**src/rtl/alarm_time_adjust.sv**
```systemverilog
// Alarm hour/minute setter: synchronised up/down buttons with press-and-hold auto-repeat.
// Optional feature macro ALARM_CARRY_EN: minute wraps carry/borrow into the hour field.
module alarm_time_adjust #(
    parameter int FIELD_W       = 6,
    parameter int HOUR_MAX      = 23,
    parameter int MIN_MAX       = 59,
    parameter int INIT_HOUR     = 0,
    parameter int INIT_MIN      = 0,
    parameter int HOLD_CYCLES   = 50000000,
    parameter int REPEAT_CYCLES = 10000000
) (
    input  logic               clk,
    input  logic               rst,
    input  logic               enb,
    input  logic [3:0]         btn,
    output logic [FIELD_W-1:0] a_hour,
    output logic [FIELD_W-1:0] a_min,
    output logic               step,
    output logic               repeating
);

    localparam int CNT_MAX = (HOLD_CYCLES > REPEAT_CYCLES) ? HOLD_CYCLES : REPEAT_CYCLES;
    localparam int CNT_W   = $clog2(CNT_MAX);

    localparam logic [CNT_W-1:0]   HOLD_LAST   = CNT_W'(HOLD_CYCLES - 1);
    localparam logic [CNT_W-1:0]   REPEAT_LAST = CNT_W'(REPEAT_CYCLES - 1);
    localparam logic [FIELD_W-1:0] HOUR_TOP    = FIELD_W'(HOUR_MAX);
    localparam logic [FIELD_W-1:0] MIN_TOP     = FIELD_W'(MIN_MAX);
    localparam logic [FIELD_W-1:0] HOUR_RST    = FIELD_W'(INIT_HOUR);
    localparam logic [FIELD_W-1:0] MIN_RST     = FIELD_W'(INIT_MIN);

    typedef enum logic [1:0] {
        IDLE   = 2'd0,
        HOLD   = 2'd1,
        REPEAT = 2'd2
    } state_t;

    state_t             state, state_nxt;
    logic [3:0]         s1, s2, p;
    logic [3:0]         held, held_nxt;
    logic [CNT_W-1:0]   cnt, cnt_nxt;
    logic               do_step;
    logic               one_hot;
    logic               press;
    logic               abort;
    logic [FIELD_W-1:0] hour_nxt, min_nxt;

    function automatic logic [FIELD_W-1:0] wrap_inc(input logic [FIELD_W-1:0] v,
                                                    input logic [FIELD_W-1:0] top);
        return (v == top) ? '0 : v + FIELD_W'(1);
    endfunction

    function automatic logic [FIELD_W-1:0] wrap_dec(input logic [FIELD_W-1:0] v,
                                                    input logic [FIELD_W-1:0] top);
        return (v == '0) ? top : v - FIELD_W'(1);
    endfunction

    // Synchroniser keeps running regardless of enb so a re-enable sees fresh levels.
    always_ff @(posedge clk or posedge rst) begin
        if (rst) begin
            s1 <= '0;
            s2 <= '0;
            p  <= '0;
        end else begin
            s1 <= btn;
            s2 <= s1;
            p  <= s2;
        end
    end

    assign one_hot = (s2 != 4'b0000) && ((s2 & (s2 - 4'd1)) == 4'b0000);
    assign press   = one_hot && (p == 4'b0000) && enb;
    assign abort   = (s2 != held) || !enb || !one_hot;

    always_ff @(posedge clk or posedge rst) begin
        if (rst) begin
            state <= IDLE;
            cnt   <= '0;
            held  <= '0;
        end else begin
            state <= state_nxt;
            cnt   <= cnt_nxt;
            held  <= held_nxt;
        end
    end

    always_comb begin
        state_nxt = state;
        cnt_nxt   = cnt;
        held_nxt  = held;
        do_step   = 1'b0;
        case (state)
            IDLE: begin
                if (press) begin
                    do_step   = 1'b1;
                    cnt_nxt   = '0;
                    held_nxt  = s2;
                    state_nxt = HOLD;
                end
            end
            HOLD: begin
                if (abort) begin
                    cnt_nxt   = '0;
                    state_nxt = IDLE;
                end else if (cnt == HOLD_LAST) begin
                    do_step   = 1'b1;
                    cnt_nxt   = '0;
                    state_nxt = REPEAT;
                end else begin
                    cnt_nxt = cnt + CNT_W'(1);
                end
            end
            REPEAT: begin
                if (abort) begin
                    cnt_nxt   = '0;
                    state_nxt = IDLE;
                end else if (cnt == REPEAT_LAST) begin
                    do_step = 1'b1;
                    cnt_nxt = '0;
                end else begin
                    cnt_nxt = cnt + CNT_W'(1);
                end
            end
            default: begin
                cnt_nxt   = '0;
                state_nxt = IDLE;
            end
        endcase
    end

    // A step only fires when s2 is one-hot and equals the latched button, so s2 selects the action.
    always_comb begin
        hour_nxt = a_hour;
        min_nxt  = a_min;
        if (do_step) begin
            case (s2)
                4'b0001: begin
                    min_nxt = wrap_dec(a_min, MIN_TOP);
`ifdef ALARM_CARRY_EN
                    if (a_min == '0) hour_nxt = wrap_dec(a_hour, HOUR_TOP);
`endif
                end
                4'b0010: hour_nxt = wrap_dec(a_hour, HOUR_TOP);
                4'b0100: begin
                    min_nxt = wrap_inc(a_min, MIN_TOP);
`ifdef ALARM_CARRY_EN
                    if (a_min == MIN_TOP) hour_nxt = wrap_inc(a_hour, HOUR_TOP);
`endif
                end
                4'b1000: hour_nxt = wrap_inc(a_hour, HOUR_TOP);
                default: begin
                    hour_nxt = a_hour;
                    min_nxt  = a_min;
                end
            endcase
        end
    end

    always_ff @(posedge clk or posedge rst) begin
        if (rst) begin
            a_hour <= HOUR_RST;
            a_min  <= MIN_RST;
            step   <= 1'b0;
        end else begin
            a_hour <= hour_nxt;
            a_min  <= min_nxt;
            step   <= do_step;
        end
    end

    assign repeating = (state == REPEAT);

endmodule

```
**config.mk**
```make
export PLATFORM = sky130hd
export DESIGN_NAME = alarm_time_adjust
export DESIGN_NICKNAME = d
export VERILOG_FILES = /design/src/rtl/alarm_time_adjust.sv
export SDC_FILE = /design/constraint.sdc
export NUM_CORES = 1
export LEC_CHECK = 0
export BUFFER_PORTS_ARGS = -buffer_cell sky130_fd_sc_hd__buf_2
export CAP_MARGIN = 20
export CELL_PAD_IN_SITES_DETAIL_PLACEMENT = 1
export CELL_PAD_IN_SITES_GLOBAL_PLACEMENT = 1
export CORE_MARGIN = 1.5
export CORE_UTILIZATION = 30
export CTS_CLUSTER_SIZE = 10
export DETAILED_ROUTE_END_ITERATION = 12
export PLACE_DENSITY_LB_ADDON = 0.3
export SKIP_CTS_REPAIR_TIMING = 1
export SLEW_MARGIN = 10
export SYNTH_ARGS = -nofsm -noshare
export SYNTH_HDL_FRONTEND = slang
export SYNTH_SLANG_ARGS = --single-unit
```
**constraint.sdc**
```tcl
create_clock -name clk -period 3.12 [get_ports clk]
set_input_delay 0.312 -clock clk [delete_from_list [all_inputs] [get_ports clk]]
set_output_delay 0.312 -clock clk [all_outputs]
set_load 0.05 [all_outputs]
```
==> results.py, run 1 <==
metrics = {
    "synthesis": {
        "synth_area_um2": 3370,
        "synth_cell_types": 63,
        "synth_enable_flop_cells": 0,
        "ys_seq_area_frac": 0.423,
        "syn_avg_cell_area_um2": 9.17,
        "synth_nets": 386,
        "synth_fa_ha_area_frac": 0.0408,
        "yosys_warnings": 0,
        "synth-xor-area-share": 0.0415,
        "synth_ff_type": "dfrtp_1",
        "async_reset_ff_frac": 1.00,
        "synth.ff_latch_count": 57,
        "synth_compound_area_frac": 0.197,
        "synth.mux.area_fraction": 0.0197,
        "postSynthCellCount": 368,
        "synth_top_family_by_area": "simple AND/OR/NAND/NOR gates",
        "yosys.area_share.simple": 0.227,
    },
    "cts": {
        "cts_root_buffer": "clkbuf_8",
        "h-tree-depth": 3,
        "path_clk_slew_ns": 0.06,
        "clockBufferDepth": 2,
        "cts_inserted_buffers": 9,
        "cts_tree": "done",
        "clock_latency_ns": 0.34,
        "cts_sinks": 57,
    },
    "min_path": {
        "min_path_cells": 1,
        "min_path_type": "in -> reg",
    },
    "detailed_routing": {
        "drcViolationCount": 0,
        "vias": 2871,
        "first_pass_iters": 4,
        "wl_per_cell_um": 16.1,
        "drt_wl_total_um": 8690,
        "vias_per_cell": 5.33,
        "ant_nets": 0,
        "drt_iter0_drc": 125,
    },
    "finish": {
        "nets": 412,
        "drive_above_1_share": 0.178,
        "final_cells": 539,
        "num_antenna_cells": 0,
        "area_growth_pct": 12.9,
        "stdcell_area_um2": 3810,
    },
    "power": {
        "p_leak_uw": 0.00158,
        "powerDensity_nw_per_um2": 470,
        "ir_drop_mv": 0.316,
    },
    "die": {
        "dieArea_um2": 11900,
        "fp-row-count": 38,
        "die_x_um": 109,
        "die_y_um": 109,
        "io_pins": 21,
        "core_area_um2": 10900,
        "initial_core_util": 0.310,
    },
    "timing": {
        "hold_viol": 0,
        "max_slew_margin": 0.504,
        "worst_pin_slew_ns": 0.744,
        "rsz0062_at_grt": "no",
        "hold_slack_ns": 0.0795,
        "fin_crit_ns": 2.91,
        "post-route-period-util": 0.934,
        "tns_ns": 0,
        "max_freq_ghz": 0.343,
        "worst_clock_skew_ns": 0.00697,
        "setup_viol": 0,
        "slew_violations": 0,
    },
    "place": {
        "placed_cells": 523,
        "gp_congestion": 0.821,
        "dp_hpwl_um": 6240,
        "io_buffers": 20,
        "post_dp_cell_area_um2": 3620,
    },
    "critical_path": {
        "critPathCaptureType": "flip-flop",
        "path_max_fanout": 12,
        "required_ns": 3.35,
        "worst-endpoint-arrival_ns": 3.14,
        "reg2regPathDepth": 7,
        "path_class": "reg -> reg",
        "start_kind": "flip-flop",
        "regToRegSetupSlack_ns": 0.21,
    },
    "grt": {
        "antenna_found_initial": 0,
        "grt-ovfl-total": 0,
        "grt_start_max_net_pins": 58,
        "grt_pass1_vias": 3040,
        "grt_use_total": 0.160,
        "grt_pass1_wl_um": 14800,
    },
    "status": {
        "status": "finished clean",
    },
    "flow_run": {
        "max-cap-violations": 0,
    },
}
-- worst max-delay path: stages (launching register included) --
cell	delay (ns)
dfrtp_1	0.41
or4_1	0.54
or4_1	0.45
or4_4	0.52
o22ai_2	0.18
o2111a_2	0.39
a21oi_1	0.10
a31o_2	0.22
-- final timing paths --
check                             start  endpoint
worst min register to register    s1[1]     s2[1]
worst max register to register  cnt[24]  a_min[0]
worst max-delay path            cnt[24]  a_min[0]
max in group asynchronous           rst   held[1]
min in group asynchronous           rst   cnt[23]
worst min-delay path             btn[3]     s1[3]
-- cells in the final DEF, fill, tap and decap left out, types with 2 or more instances in the layout --
| cell | count |
|---|---|
| ha_1 | 11 |
| o2bb2ai_1 | 2 |
| nor2b_1 | 4 |
| o31ai_1 | 11 |
| or3_1 | 6 |
| a211o_1 | 2 |
| o22ai_1 | 4 |
| clkbuf_1 | 3 |
| nand3_1 | 13 |
| nor2_1 | 25 |
| a21oi_1 | 18 |
| mux2_2 | 5 |
| xnor2_1 | 5 |
| inv_1 | 10 |
| clkinv_2 | 2 |
| nor4_1 | 7 |
| and2_1 | 2 |
| nand2b_1 | 3 |
| o21ai_0 | 39 |
| o21a_1 | 2 |
| dfrtp_1 | 57 |
| nor3b_1 | 2 |
| nor4b_1 | 2 |
| clkbuf_8 | 10 |
| or4_1 | 2 |
| nand2_1 | 43 |
| xor2_1 | 11 |
| a31oi_1 | 4 |
| nand4_1 | 10 |
| buf_4 | 13 |
| or2_2 | 2 |
| nor3_1 | 8 |
| buf_2 | 20 |
| and3_1 | 7 |
| a21oi_2 | 3 |
-- per-stage QoR --
| stage | util | setup slack, ns | power, uW |
|---|---|---|---|
| 2_1_floorplan | - | 0.497 | 1030 |
| 3_3_place_gp | 0.333 | 0.266 | 1110 |
| 3_5_place_dp | 0.333 | 0.230 | 1130 |
| 4_1_cts | 0.350 | 0.213 | 1830 |
| 5_1_grt | 0.350 | 0.0835 | 1900 |
| 6_report | 0.350 | 0.207 | 1790 |
-- registers in the layout (all words and copies together) (netlist names) --
name	count
cnt	26
p	4
state	2
held	4
s1	4
a_min	6
step	1
a_hour	6
s2	4
-- power breakdown --
part           total (uW)  switching, uW  leakage (uW)  internal (uW)
clock                 676            288     0.0000974            389
combinational         313            202      0.000735            111
sequential            803           34.0      0.000744            769
total                1790            524       0.00158           1270
-- cell usage after synthesis, drive strengths merged, types with 2 or more instances --
cell type	n	area (um^2)
o21ai	41	209
dfrtp	57	1430
a21oi	21	116
o2bb2ai	2	17.5
or2	2	12.5
nor2b	4	25.0
nor4b	3	26.3
o211ai	2	20.0
nand2b	3	18.8
xor2	11	96.3
mux2	5	56.3
o22ai	5	37.5
nand2	43	161
xnor2	5	43.8
and3	7	43.8
or3	6	37.5
a31oi	5	37.5
inv	11	41.3
and2	2	12.5
o31ai	11	82.6
nor3	8	40.0
or4	3	26.3
nor2	25	93.8
nor4	7	43.8
nand3	13	65.1
ha	11	138
a211o	2	17.5
buf	5	31.3
nor3b	3	27.5
nand4	10	62.6
or4b	2	20.0
clkbuf	13	100
o21a	2	15.0
-- kinds of logic after synthesis --
logic type,count (synthesis)
AO/OA/AOI/OAI,103
AND/OR/NAND/NOR,146
adder cells (fa/ha/maj),11
buffers and inverters,29
multiplexers,6
XOR/XNOR,16
flip-flops,57
-- routing by layer --
layer	global-route usage	wire [um]
met5	0	0
met4	0.0442	103
met3	0.0377	239
met2	0.280	4360
met1	0.196	3990
-- final cells by class --
cell class,instances,area (um^2)
Timing Repair Buffer,33,198
Clock inverter,3,40.0
Multi-Input combinational cell,282,1780
Clock buffer,13,149
Sequential cell,57,1430
Inverter,11,41.3
Tap cell,140,175
Fill cell,1287,7080
No activity file was read; power rests on OpenSTA's default activity.
==> run 2: changes to the inputs <==
==> constraint.sdc (replaced) <==
create_clock -name clk -period 2.9 [get_ports clk]
set_input_delay 0.29 -clock clk [delete_from_list [all_inputs] [get_ports clk]]
set_output_delay 0.29 -clock clk [all_outputs]
set_load 0.05 [all_outputs]
==> run 2 against run 1 <==
  * Worst hold slack worse by 0.020 ns
  * Clock skew up 0.0026 ns
  * Critical path depth unchanged
  * Clock-buffer cell count down 1
  * Critical endpoint unchanged
==> results.py, run 2 (synthesized netlist as in run 1, its figures left out) <==
metrics = {
    "detailed_routing": {
        "vias_per_cell": 5.25,
        "ant_nets": 0,
        "wl_per_cell_um": 15.7,
        "first_pass_iters": 4,
        "drcViolationCount": 0,
        "vias": 2902,
        "drt_iter0_drc": 98,
        "drt_wl_total_um": 8660,
    },
    "timing": {
        "hold_viol": 0,
        "tns_ns": 0,
        "slew_violations": 0,
        "post-route-period-util": 0.960,
        "worst_clock_skew_ns": 0.00958,
        "fin_crit_ns": 2.78,
        "setup_viol": 0,
        "max_slew_margin": 0.503,
        "rsz0062_at_grt": "no",
        "max_freq_ghz": 0.359,
        "worst_pin_slew_ns": 0.746,
    },
    "power": {
        "clock_power_share": 0.390,
        "power_switching_share": 0.291,
        "p_leak_uw": 0.00166,
        "power_frac_seq": 0.433,
        "internal-power_uw": 1400,
        "p_comb_frac": 0.177,
        "netSwitchingPower_uw": 575,
        "powerDensity_nw_per_um2": 499,
        "ir_drop_mv": 0.233,
    },
    "place": {
        "placed_cells": 535,
        "gp_congestion": 0.779,
        "io_buffers": 20,
        "dp_hpwl_um": 6240,
    },
    "die": {
        "die_x_um": 109,
        "die_y_um": 109,
        "io_pins": 21,
        "initial_core_util": 0.310,
        "core_area_um2": 10900,
        "dieArea_um2": 11900,
        "fp-row-count": 38,
    },
    "finish": {
        "final_cell_mix": "57 x dfrtp_1, 43 x nand2_1, 39 x o21ai_0",
        "final_cells": 553,
        "top_register": "cnt",
        "final_common_cell": "dfrtp_1",
        "drive_above_1_share": 0.215,
        "area_growth_pct": 17.6,
        "largest_reg_flops": 26,
        "top_regs": "cnt (26), a_hour (6), a_min (6)",
        "num_antenna_cells": 0,
        "nets": 426,
    },
    "critical_path": {
        "path_class": "reg -> reg",
        "critPathCaptureType": "flip-flop",
        "worst-endpoint-arrival_ns": 3.02,
        "cp-startpoint": "cnt[24]",
        "worstReg2RegStart": "cnt[24]",
        "path_max_fanout": 5,
        "required_ns": 3.13,
        "start_kind": "flip-flop",
    },
    "cts": {
        "cts_tree": "done",
        "cts_inserted_buffers": 9,
        "clockBufferDepth": 2,
        "cts_root_buffer": "clkbuf_8",
        "h-tree-depth": 3,
        "clock_latency_ns": 0.34,
        "path_clk_slew_ns": 0.07,
        "cts_sinks": 57,
    },
    "flow_run": {
        "max-cap-violations": 0,
    },
    "grt": {
        "grt-ovfl-total": 0,
        "grt_start_max_net_pins": 58,
        "antenna_found_initial": 0,
        "grt_use_total": 0.155,
        "grt_pass1_wl_um": 14500,
        "grt_pass1_vias": 2976,
    },
    "min_path": {
        "min_path_type": "in -> reg",
        "min_from": "btn[1]",
    },
    "status": {
        "status": "finished clean",
    },
}
## run 2: cell count changes in the layout (fill, tap and decap cells not counted), moves of 2 or more
cell,delta
buf_4,+12
clkbuf_1,-2
or4_1,-2
or4_4,+2
## run 2: worst paths after layout
check,slack (ns),end,cells after the start
max,0.12,a_min[0],7
min,0.06,s1[1],1
max reg2reg,0.12,a_min[0],7
min reg2reg,0.35,s2[0],0
max in group asynchronous,2.25,cnt[21],3
min in group asynchronous,0.16,cnt[7],3
## run 2: worst max-delay path, stage by stage (launching register included)
cell and delay, ns:
dfrtp_1 0.41, or4_4 0.54, or4_4 0.43, or4_4 0.52, o22ai_4 0.19, o2111a_2 0.30, a21oi_1 0.08, a31o_2 0.21
## run 2: layout make-up
cell class	count	area, um^2
Clock inverter	4	51.3
Multi-Input combinational cell	283	1810
Clock buffer	12	155
Sequential cell	57	1430
Inverter	11	41.3
Fill cell	1300	6920
Tap cell	140	175
Timing Repair Buffer	46	308
## run 2: layer usage
layer | vias up | share of wire | global-route usage
li1 | 1426 | - | -
met1 | 1433 | 0.46 | 0.192
met2 | 38 | 0.51 | 0.273
met3 | 5 | 0.030 | 0.0383
met4 | 0 | 0.0053 | 0.0329
met5 | - | 0 | 0
## run 2: power groups by stage
| stage | clock [uW] | combinational (uW) | sequential, uW |
|---|---|---|---|
| after CTS | 799 | 354 | 858 |
| after floorplan | 0 | 226 | 881 |
| final | 771 | 350 | 858 |
| after global routing | 827 | 398 | 863 |
| after detailed placement | 0 | 353 | 873 |
| after global placement | 0 | 344 | 872 |
## run 2: per-stage QoR
stage          instance area (um^2)   util  worst slack (ns)  hold slack, ns  total power (uW)
4_1_cts                        3930  0.361            0.0554          0.0376              2010
5_1_grt                        3970  0.364           0.00514          0.0485              2090
3_5_place_dp                   3720  0.342            0.0714           0.345              1230
3_3_place_gp                   3720  0.342             0.108           0.335              1220
2_1_floorplan                  3370      -             0.277           0.321              1110
6_report                       3970  0.364             0.116          0.0593              1980
